[config.mk]
export PLATFORM = sky130hd
export DESIGN_NAME = phy_lane_ctrl
export DESIGN_NICKNAME = d
export VERILOG_FILES = /design/src/rtl/phy_lane_ctrl.sv
export SDC_FILE = /design/constraint.sdc
export NUM_CORES = 1
export LEC_CHECK = 0
export ABC_AREA = 1
export BUFFER_PORTS_ARGS = -buffer_cell sky130_fd_sc_hd__buf_2
export CORE_MARGIN = 2
export CORE_UTILIZATION = 50
export DETAILED_ROUTE_END_ITERATION = 10
export PLACE_DENSITY = 0.73
export SYNTH_ARGS = -nofsm -noshare
export SYNTH_HDL_FRONTEND = slang
export SYNTH_SLANG_ARGS = --single-unit
[constraint.sdc]
create_clock -name clk_f -period 1.7 [get_ports clk_f]
set_clock_uncertainty 0.15 [all_clocks]
set_input_delay 0.085 -clock clk_f [delete_from_list [all_inputs] [get_ports clk_f]]
set_output_delay 0.085 -clock clk_f [all_outputs]
set_load 0.05 [all_outputs]
[src/rtl/phy_lane_ctrl.sv]
// phy_lane_ctrl: link-activation controller for a two-lane PHY transmitter.
// Qualifies far-end lane sync, enables striping once the link is stable and
// the datapath is between bursts, and counts words recirculated while down.
module phy_lane_ctrl #(
    parameter int SYNC_CNT = 4,
    parameter int LOSS_CNT = 3,
    parameter int CNT_W    = 16
) (
    input  logic             clk_f,
    input  logic             reset_L,
    input  logic             lane0_sync,
    input  logic             lane1_sync,
    input  logic             valid_in,
    input  logic             cnt_clr,
    output logic             active_lane0,
    output logic             active_lane1,
    output logic [1:0]       state,
    output logic [CNT_W-1:0] recirc_count
);

    localparam int SW = $clog2(SYNC_CNT) + 1;
    localparam int LW = $clog2(LOSS_CNT) + 1;
    localparam logic [SW-1:0] SYNC_LAST = SW'(SYNC_CNT - 1);
    localparam logic [LW-1:0] LOSS_LAST = LW'(LOSS_CNT - 1);

    typedef enum logic [1:0] {
        IDLE   = 2'b00,
        TRAIN  = 2'b01,
        ARM    = 2'b10,
        ACTIVE = 2'b11
    } state_t;

    state_t           state_q, state_d;
    logic [SW-1:0]    sync_cnt_q, sync_cnt_d;
    logic [LW-1:0]    loss_cnt_q, loss_cnt_d;
    logic [CNT_W-1:0] recirc_q;
    logic             both_sync;
    logic             active;

    assign both_sync = lane0_sync & lane1_sync;

    // State register together with the sync/loss qualification counters.
    always_ff @(posedge clk_f) begin
        if (!reset_L) begin
            state_q    <= IDLE;
            sync_cnt_q <= '0;
            loss_cnt_q <= '0;
        end else begin
            state_q    <= state_d;
            sync_cnt_q <= sync_cnt_d;
            loss_cnt_q <= loss_cnt_d;
        end
    end

    // Next-state and counter update; counters are cleared on every exit to IDLE.
    always_comb begin
        state_d    = state_q;
        sync_cnt_d = sync_cnt_q;
        loss_cnt_d = loss_cnt_q;
        unique case (state_q)
            IDLE: begin
                sync_cnt_d = '0;
                loss_cnt_d = '0;
                if (both_sync) begin
                    state_d    = TRAIN;
                    sync_cnt_d = SW'(1);
                end
            end
            TRAIN: begin
                if (!both_sync) begin
                    state_d    = IDLE;
                    sync_cnt_d = '0;
                end else if (sync_cnt_q == SYNC_LAST) begin
                    state_d = ARM;
                end else begin
                    sync_cnt_d = sync_cnt_q + SW'(1);
                end
            end
            ARM: begin
                // Wait for an idle word slot so a burst is never split.
                if (!both_sync) begin
                    state_d    = IDLE;
                    sync_cnt_d = '0;
                end else if (!valid_in) begin
                    state_d    = ACTIVE;
                    sync_cnt_d = '0;
                    loss_cnt_d = '0;
                end
            end
            ACTIVE: begin
                if (both_sync) begin
                    loss_cnt_d = '0;
                end else if (loss_cnt_q == LOSS_LAST) begin
                    state_d    = IDLE;
                    loss_cnt_d = '0;
                end else begin
                    loss_cnt_d = loss_cnt_q + LW'(1);
                end
            end
            default: begin
                state_d    = IDLE;
                sync_cnt_d = '0;
                loss_cnt_d = '0;
            end
        endcase
    end

    // Moore output decode straight from the state register.
    always_comb begin
        active = (state_q == ACTIVE);
    end

    // Saturating recirculation counter; clear wins over increment.
    always_ff @(posedge clk_f) begin
        if (!reset_L) begin
            recirc_q <= '0;
        end else if (cnt_clr) begin
            recirc_q <= '0;
        end else if (valid_in && (state_q != ACTIVE) && (recirc_q != '1)) begin
            recirc_q <= recirc_q + CNT_W'(1);
        end
    end

    assign active_lane0 = active;
    assign active_lane1 = active;
    assign state        = state_q;
    assign recirc_count = recirc_q;

endmodule

==> results of run 1 <==
## sequential cells by signal, summed over array words and instances (netlist names)
signal / cells
recirc_count: 16
loss_cnt_q: 3
sync_cnt_q: 3
state: 2
## cells in the mapped netlist (all sizes together)
cell / number / area [um^2]
nor2: 64 / 273
nand2: 63 / 254
inv: 37 / 141
dfxtp: 24 / 480
nand3: 18 / 100
a21oi: 14 / 70.1
nand4: 9 / 56.3
ha: 8 / 100
o21ai: 5 / 25.0
buf: 3 / 26.3
nor3: 3 / 15.0
xor2: 3 / 26.3
o22ai: 2 / 12.5
and2: 1 / 6.26
nand3b: 1 / 7.51
o21a: 1 / 7.51
## what timing repair did
action                                  CTS  global route
endpoints found under the setup margin    0            15
resized for setup                         0             7
buffers inserted                          0             1
hold buffers                              1             0
endpoints found under the hold margin     7             0
## path summary, 6_finish.rpt
path | startpoint | end | depth (start not counted)
min reg2reg | sync_cnt_q[2]$_SDFFE_PN0P_ | sync_cnt_q[2]$_SDFFE_PN0P_ | 2
max reg2reg | state[0]$_SDFFE_PN0P_ | state[1]$_SDFFE_PN0P_ | 10
max | state[0]$_SDFFE_PN0P_ | state[1]$_SDFFE_PN0P_ | 10
min | valid_in | loss_cnt_q[1]$_SDFFE_PN0P_ | 3
## critical path, stage by stage, from the launching register on
cell     delay [ps]
dfxtp_4         380
buf_4           140
ha_1            200
inv_1            50
nor2_1           50
nand2_1          80
nand3_1          90
nor2_2          160
nand2_1          70
nand2_1          60
nor2_1           40
## layout make-up
type	instances	area (um^2)
well taps	44	55.1
clock buffers	4	26.3
inverters	37	141
fillers	322	1150
multi-input cells	192	987
repair buffers	34	195
flip-flops and latches	24	500
## through the flow
stage          total power [W]  setup slack (ps)
5_1_grt                0.00179             0.972
3_3_place_gp           0.00134              84.7
6_report               0.00166               135
2_1_floorplan          0.00122              2.33
3_5_place_dp           0.00136              55.2
4_1_cts                0.00163              36.7
## cell families (layout without fill, tap and decap cells)
kind of cell | Yosys count | count (layout)
AOI/OAI and AO/OA | 22 | 22
xor gates and xnor gates | 3 | 3
adders and majority gates | 8 | 8
buffers and inverters | 40 | 75
DFF | 24 | 24
and+or+nand+nor | 159 | 159
## power by group through the flow
stage | Sequential [W] | Clock, W | Combinational, W
floorplan | 0.000785 | 0 | 0.000435
global placement | 0.000699 | 0 | 0.000644
detailed placement | 0.000700 | 0 | 0.000655
CTS | 0.000688 | 0.000285 | 0.000659
global route | 0.000691 | 0.000304 | 0.000791
finish | 0.000681 | 0.000269 | 0.000713
## routing by layer
layer	track usage (%)	vias up	wire [um]	part of all wire, %
met5	0	-	0	0
met4	12.4	0	110	3.0
met3	2.99	12	98	2.7
met2	38.7	37	1860	51
met1	24.3	710	1600	44
li1	-	871	-	-
==> summary.md, run 1 <==
| Metric | Value |
|---|---|
| Required @ worst endpoint | 1780 ps |
| Iteration-0 DRC Markers | 60 |
| Pre-antenna DRT Iters | 4 |
| Syn Nets | 270 |
| RSZ-0062 raised after global routing | false |
| Via count | 1630 |
| Number of port buffers | 25 |
| Largest net degree at the start of global routing | 16 |
| Max-cap check violation count | 0 |
| Hold Slack | 12.3 ps |
| Fin crit period | 1560 ps |
| Syn_area_per_cell | roughly 6.3 um^2 |
| Area post-placement | 1840 um^2 |
| CTS buffer count | 3 |
| Leakage Power | 0.879 nW |
| Core box area | between 3000 and 4000 um^2 |
| GRT Residual Overflow | 0 |
| R2r setup slk | 140 ps |
| Share of layout cells above drive strength 1 | around 23% |
| Finished Core Util | 62.4% |
| Sequential share of power | 40.9% |
| Initial antenna violation count | 0 |
| CTS Buffer Depth | 2 |
| CTS H-tree depth | 1 |
| Initial core utilization | 52.5% |
| Clock Tree Root | clkbuf_4 |
| Main combinational cell family by area after synthesis | simple AND/OR/NAND/NOR gates |
| Wire length of the first global-routing pass | 6000 um |
| P_int | 0.000962 W |
| Antenna fix cells | 0 |
| Tightest Pin Transition | between 200 and 300 ps |
| Final HPWL from detailed placement | ~2900 um |
| Final setup viols | 0 |
| Die height | 60.6 um |
| Adder-cell share of the synthesized area | under 10% |
| Worst ir drop on vdd | a little under 0.7 mV |
| Most common cell after layout, fill and taps aside | nand2_1 |
| GP Congestion | 0.899 |
| P per Cell Area | 873 nW/um^2 |
| Via/cell ratio | 4.87 |
| Synth cell types | 24 |
| Syn. warnings | 0 |
| Post-synthesis xor/xnor area fraction | 1.64% |
| Hold WC Path Type | primary input to flip-flop |
| Status | finished, final reports clean |
| Finished Layout Cells | 335 |
| Sw Share | 42.2% |
| Num ports | 26 |
| Compound-gate portion of the synthesized area | 7.19% |
| Clk pwr share | between 10% and 20% |
| Crit-path max FO | 4 |
| Worst Setup Start Kind | flip-flop |
| Maximum clock frequency | 639 MHz |
| Commonest cells after routing, fill and taps aside | nand2_1, nor2_1, inv_1 |
| Routed wire per std cell | 10.9 um |
| TritonCTS Sinks | 24 |
| Chip width | 60.6 um |
| GRT Total Usage | about 22% |
| Die ar. | approximately 3700 um^2 |
| Final period util | 92.0% |
| Flops & latches, synth | 24 |
| CP Class | flip-flop to flip-flop |
| Max-slew violation count | 0 |
| Crit path DAT | 1640 ps |
| Setup crit end kind | flip-flop |
| Vias in the first global route | 1501 |
| Later-pin clock latency in the skew report | between 300 and 400 ps |
| TNS Setup | 0 ps |
| WL final | 3670 um |
| Post-Synth Simple-Gate Area | 44.5% |
| CTS tree | done |
| DRT antenna net count | 0 |
| Relative slew slack | slightly above 80% |
| Post-synthesis mux area share | 0% |
| Comb power frac | 42.9% |
| FP Rows | 20 |
| Post-route design area | 1910 um^2 |
| Placed Instances | 329 |
| Fin nets | 306 |
| Reg clk slew, reported paths | 140 ps |
| Final routed DRC violation total | 0 |
| Sequential fraction of the synthesis area | 30.0% |
| Final Hold Vio Count | 0 |
| Synth Instances | approximately 260 |
| Switching pwr | about 0.0007 W |
| Mapped cell area | roughly 1600 um^2 |
| P&R area growth vs syn | 19.0% |
Note: power is estimated with default switching activity, not from simulation.
==> inputs of run 2 (changes only) <==
--- a/config.mk
+++ b/config.mk
@@ -10,6 +10,7 @@
 export CORE_MARGIN = 2
 export CORE_UTILIZATION = 50
 export DETAILED_ROUTE_END_ITERATION = 10
+export MAX_ROUTING_LAYER = met4
 export PLACE_DENSITY = 0.73
 export SYNTH_ARGS = -nofsm -noshare
 export SYNTH_HDL_FRONTEND = slang
==> constraint.sdc (replaced) <==
create_clock -name clk_f -period 1.7 [get_ports clk_f]
set_clock_uncertainty 0.15 [all_clocks]
set_input_delay 0.085 -clock clk_f [delete_from_list [all_inputs] [get_ports clk_f]]
set_output_delay 0.085 -clock clk_f [all_outputs]
set_load 0.005 [all_outputs]
==> summary.md, run 2 (synthesis gave the netlist of run 1 again) <==
| Metric | Value |
|---|---|
| Max-cap check violation count | 0 (unchanged) |
| Num ports | 26 (unchanged) |
| Iteration-0 DRC Markers | 69 (+15%) |
| Most common cell after layout, fill and taps aside | nand2_1 |
| CTS tree | done |
| Antenna fix cells | 0 (unchanged) |
| Leakage Power | 0.892 nW (+1.4%) |
| Share of layout cells above drive strength 1 | 20.9% (-1.8 points) |
| Initial antenna violation count | 0 (unchanged) |
| Later-pin clock latency in the skew report | 310 ps (about the same) |
| RSZ-0062 raised after global routing | true |
| Final period util | 94.8% (+2.8 points) |
| Required @ worst endpoint | 1770 ps (about the same) |
| Final setup viols | 0 (unchanged) |
| Wire length of the first global-routing pass | 6040 um (+0.68%) |
| Finished Core Util | 62.3% (-0.12 points) |
| Worst ir drop on vdd | 0.943 mV (+38%) |
| Fin nets | 308 (+0.65%) |
| DRT antenna net count | 0 (unchanged) |
| CP Class | flip-flop to flip-flop |
| Final Hold Vio Count | 1 (+1) |
| Relative slew slack | 81.3% (-1.5 points) |
| Commonest cells after routing, fill and taps aside | nand2_1, nor2_1, inv_1 |
| Worst Setup Start Kind | flip-flop |
| Final routed DRC violation total | 0 (unchanged) |
| Violated checks | hold timing |
| CTS H-tree depth | 1 (unchanged) |
| Crit path DAT | 1690 ps (+50 ps) |
| Status | finished with violations |
| TritonCTS Sinks | 24 (unchanged) |
| Die ar. | 3670 um^2 (unchanged) |
| Pre-CTS WS | 68.6 ps (+13.4 ps) |
| FP Rows | 20 (unchanged) |
| Hold Slack | -6.52 ps (-18.8 ps) |
| Chip width | 60.6 um (unchanged) |
| Initial core utilization | 52.5% (unchanged) |
| Max FFs per register | 16 (unchanged) |
| Vias in the first global route | 1434 (-4.5%) |
| Pre-antenna DRT Iters | 4 (unchanged) |
| Via/cell ratio | 4.87 (+0.13%) |
| Crit-path max FO | 5 (+1) |
| Final HPWL from detailed placement | 2830 um (-1.2%) |
| Clock Tree Root | clkbuf_4 |
| P&R area growth vs syn | 18.7% |
| Core box area | 3050 um^2 (unchanged) |
| Routed wire per std cell | 10.5 um (-4.5%) |
| Placed Instances | 332 (+0.91%) |
| Number of port buffers | 25 (unchanged) |
| Largest net degree at the start of global routing | 16 (unchanged) |
| Max-slew violation count | 0 (unchanged) |
| GRT Residual Overflow | 0 (unchanged) |
| Finished Layout Cells | 336 (+0.30%) |
| Tightest Pin Transition | 279 ps (+21.2 ps) |
| Final Worst Setup Slack | 88.4 ps (-46.8 ps) |
| P per Cell Area | 797 nW/um^2 (-8.7%) |
| Fin crit period | 1610 ps (+46.8 ps) |
| Via count | 1637 (+0.43%) |
| GRT Total Usage | 22.1% (+0.51 points) |
| Maximum clock frequency | 620 MHz (-2.9%) |
| Hold WC Path Type | primary input to flip-flop |
| WL final | 3510 um (-4.3%) |
| Setup crit end kind | flip-flop |
| CTS buffer count | 3 (unchanged) |
| GP Congestion | 0.847 (-5.8%) |
| CTS Buffer Depth | 2 (unchanged) |
| Die height | 60.6 um (unchanged) |
| Reg clk slew, reported paths | 120 ps (-20 ps) |
-- run 2: cell count changes in the layout (fill, tap and decap cells not counted), moves of 2 or more --
| cell | change |
|---|---|
| dfxtp_1 | +8 |
| dfxtp_2 | -6 |
| buf_4 | +2 |
| dfxtp_4 | -2 |
-- run 2: layer usage --
metal / up-vias / global-route usage (%) / wire length, um
met1: 726 / 30.0 / 1760
met5: - / - / 0
li1: 879 / - / -
met2: 28 / 34.1 / 1570
met3: 4 / 4.48 / 154
met4: 0 / 4.66 / 33
-- run 2: path summary, 6_finish.rpt --
check / startpoint / to / slack [ps] / cells after the start
max: state[0]$_SDFFE_PN0P_ / recirc_count[8]$_SDFFE_PP0P_ / 90 / 7
min: valid_in / loss_cnt_q[1]$_SDFFE_PN0P_ / -7 / 3
max reg2reg: state[0]$_SDFFE_PN0P_ / recirc_count[8]$_SDFFE_PP0P_ / 90 / 7
min reg2reg: sync_cnt_q[2]$_SDFFE_PN0P_ / sync_cnt_q[2]$_SDFFE_PN0P_ / 320 / 2
-- run 2: final cells by class --
cell class / count / area [um^2]
inverter: 37 / 141
sequential: 24 / 485
multi-input combinational: 192 / 987
clock buffer: 3 / 22.5
timing repair buffer: 36 / 210
tap: 44 / 55.1
fill: 324 / 1150
-- run 2: critical path, stage by stage (launching register included) --
cell and delay, ps:
dfxtp_4 370, ha_1 240, nor2_4 200, inv_4 70
nor3_1 270, nand3_1 110, nand2_1 70, nor2_1 40
-- run 2: report_power, final --
part	leakage (nW)	switching (W)	total, W	internal (W)
Sequential	0.196	0.0000489	0.000674	0.000625
Combinational	0.682	0.000360	0.000602	0.000242
Clock	0.0138	0.000157	0.000239	0.0000829
-- run 2: what timing repair did --
action / in CTS / in global routing
endpoints found under the setup margin: 0 / 12
hold buffers: 1 / 0
gates resized for setup: 0 / 11
hold endpoints to repair: 7 / 0
setup buffers: 0 / 0
-- run 2: through the flow --
step | TNS, ps | power (W) | area, um^2
after global routing | -9.39 | 0.00166 | 1900
after global placement | 0 | 0.00120 | 1830
after floorplan | 0 | 0.00107 | 1600
after CTS | 0 | 0.00146 | 1860
final | 0 | 0.00152 | 1900
after detailed placement | 0 | 0.00121 | 1830
==> inputs of run 3 (changes only) <==
--- a/config.mk
+++ b/config.mk
@@ -11,7 +11,7 @@
 export CORE_UTILIZATION = 50
 export DETAILED_ROUTE_END_ITERATION = 10
 export MAX_ROUTING_LAYER = met4
-export PLACE_DENSITY = 0.73
+export PLACE_DENSITY = 0.84
 export SYNTH_ARGS = -nofsm -noshare
 export SYNTH_HDL_FRONTEND = slang
 export SYNTH_SLANG_ARGS = --single-unit
==> summary.md, run 3 (synthesis gave the netlist of run 1 again) <==
| Metric | Value |
|---|---|
| Clock Tree Root | clkbuf_4 |
| Slowest CP cell | dfxtp_4 |
| DRT antenna net count | 0 (unchanged) |
| Max-cap check violation count | 0 (unchanged) |
| Fin nets | 308 (unchanged) |
| Max FFs per register | 16 (unchanged) |
| CTS H-tree depth | 1 (unchanged) |
| Commonest cells after routing, fill and taps aside | nand2_1, nor2_1, inv_1 |
| Maximum clock frequency | 619 MHz (-0.17%) |
| GP Congestion | 0.930 (+9.8%) |
| Die height | 60.6 um (unchanged) |
| Leakage Power | 0.892 nW (about the same) |
| Number of fill cells | 306 (-5.6%) |
| Worst path cell trace | ha_1, nor2_4, inv_4, nor2_4, inv_2, nor2_2, nand3_2, nand2_1, nor2_1 |
| TritonCTS Sinks | 24 (unchanged) |
| GRT Residual Overflow | 0 (unchanged) |
| Relative slew slack | 75.8% (-5.4 points) |
| Hold WC Path Type | primary input to flip-flop |
| Placed Instances | 330 (-0.60%) |
| Worst ir drop on vdd | 0.749 mV (-21%) |
| Fin crit period | 1610 ps (+2.69 ps) |
| Num ports | 26 (unchanged) |
| Final HPWL from detailed placement | 2720 um (-3.8%) |
| Reg clk slew, reported paths | 130 ps (about the same) |
| FP Rows | 20 (unchanged) |
| Die ar. | 3670 um^2 (unchanged) |
| GRT Total Usage | 22.3% (+0.22 points) |
| Final routed DRC violation total | 0 (unchanged) |
| Initial core utilization | 52.5% (unchanged) |
| CTS buffer count | 3 (unchanged) |
| CTS tree | done |
| WL final | 3790 um (+8.0%) |
| Setup crit end kind | flip-flop |
| Routed wire per std cell | 11.3 um (+7.7%) |
| Worst path most repeated cell | nor2_4 |
| Final setup viols | 0 (unchanged) |
| CTS Buffer Depth | 2 (unchanged) |
| Status | finished, final reports clean |
| Wire length of the first global-routing pass | 6090 um (+0.79%) |
| P&R area growth vs syn | 19.1% |
| Vias in the first global route | 1416 (-1.3%) |
| Via count | 1670 (+2.0%) |
| Crit-path max FO | 5 (unchanged) |
| Max-slew violation count | 0 (unchanged) |
| Finished Layout Cells | 337 (+0.30%) |
| Crit path DAT | 1700 ps (about the same) |
| Antenna fix cells | 0 (unchanged) |
| Largest net degree at the start of global routing | 14 (-2) |
| CP Class | flip-flop to flip-flop |
| Chip width | 60.6 um (unchanged) |
| Final Hold Vio Count | 0 (-1) |
| Number of port buffers | 25 (unchanged) |
| Iteration-0 DRC Markers | 122 (+77%) |
| Tightest Pin Transition | 361 ps (+82.4 ps) |
| Slowest stage delay, CP | 380 ps (about the same) |
| Delay-heaviest family, CP | simple AND/OR/NAND/NOR gates |
| Pre-antenna DRT Iters | 4 (unchanged) |
| Final period util | 95.0% (+0.16 points) |
| Core box area | 3050 um^2 (unchanged) |
| Share of layout cells above drive strength 1 | 20.8% (-0.071 points) |
| Initial antenna violation count | 0 (unchanged) |
| P per Cell Area | 836 nW/um^2 (+4.8%) |
| Crit path buffers/inverters | 2 (+1) |
| Required @ worst endpoint | 1780 ps (about the same) |
| Via/cell ratio | 4.96 (+1.7%) |
| Later-pin clock latency in the skew report | 320 ps (about the same) |
| Most common cell after layout, fill and taps aside | nand2_1 |
| Finished Core Util | 62.5% (+0.20 points) |
| Worst Setup Start Kind | flip-flop |
-- run 3: per-stage QoR --
step / TNS, ps / hold WS (ps) / total power [W] / worst slack [ps] / area [um^2]
after floorplan: 0 / 55.4 / 0.00107 / 96.3 / 1600
after global placement: 0 / 222 / 0.00119 / 104 / 1820
after detailed placement: 0 / 231 / 0.00121 / 29.5 / 1820
after CTS: 0 / 39.1 / 0.00153 / 6.46 / 1870
after global routing: -2.25 / 11.0 / 0.00172 / -2.25 / 1910
final: 0 / 4.77 / 0.00159 / 85.7 / 1910
-- run 3: power by group --
group	leakage [nW]	internal, W	switching (W)
Combinational	0.676	0.000240	0.000360
Sequential	0.196	0.000626	0.0000543
Clock	0.0210	0.000131	0.000183
Total	0.892	0.000996	0.000598
-- run 3: layout make-up --
type / instances / area (um^2) / share of cell area (%)
Clock buffer: 4 / 36.3 / 1.90
Inverter: 37 / 141 / 7.41
Multi-Input combinational cell: 192 / 977 / 51.2
Sequential cell: 24 / 485 / 25.4
Tap cell: 44 / 55.1 / 2.89
Timing Repair Buffer: 36 / 213 / 11.1
-- run 3: path summary, 6_finish.rpt --
path,start,endpoint,slack [ps],cells past startpoint
setup / recovery,state[0]$_SDFFE_PN0P_,recirc_count[10]$_SDFFE_PP0P_,90,9
hold / removal,valid_in,loss_cnt_q[2]$_SDFFE_PN0P_,5,4
setup reg to reg,state[0]$_SDFFE_PN0P_,recirc_count[10]$_SDFFE_PP0P_,90,9
hold reg to reg,sync_cnt_q[2]$_SDFFE_PN0P_,sync_cnt_q[2]$_SDFFE_PN0P_,320,2
-- run 3: metal layers --
metal	GRT usage (%)	up-vias	share of wire [%]
met1	30.6	740	48
met4	7.45	0	1.4
met2	34.3	50	46
met5	-	-	0
li1	-	874	-
met3	2.56	6	4.9
-- run 3: tightest hold or removal path, delay by kind of cell --
kind / cells / cell delay [ps]
AOI/OAI and AO/OA: 2 / 160
buffers and inverters: 1 / 110
and+or+nand+nor: 1 / 80
-- run 3: what timing repair did --
| action | 4_1_cts | 5_1_grt |
|---|---|---|
| buffers inserted | 0 | 1 |
| hold buffers | 2 | 0 |
| endpoints found under the hold margin | 12 | 0 |
| gates resized for setup | 0 | 9 |
| endpoints found under the setup margin | 0 | 12 |
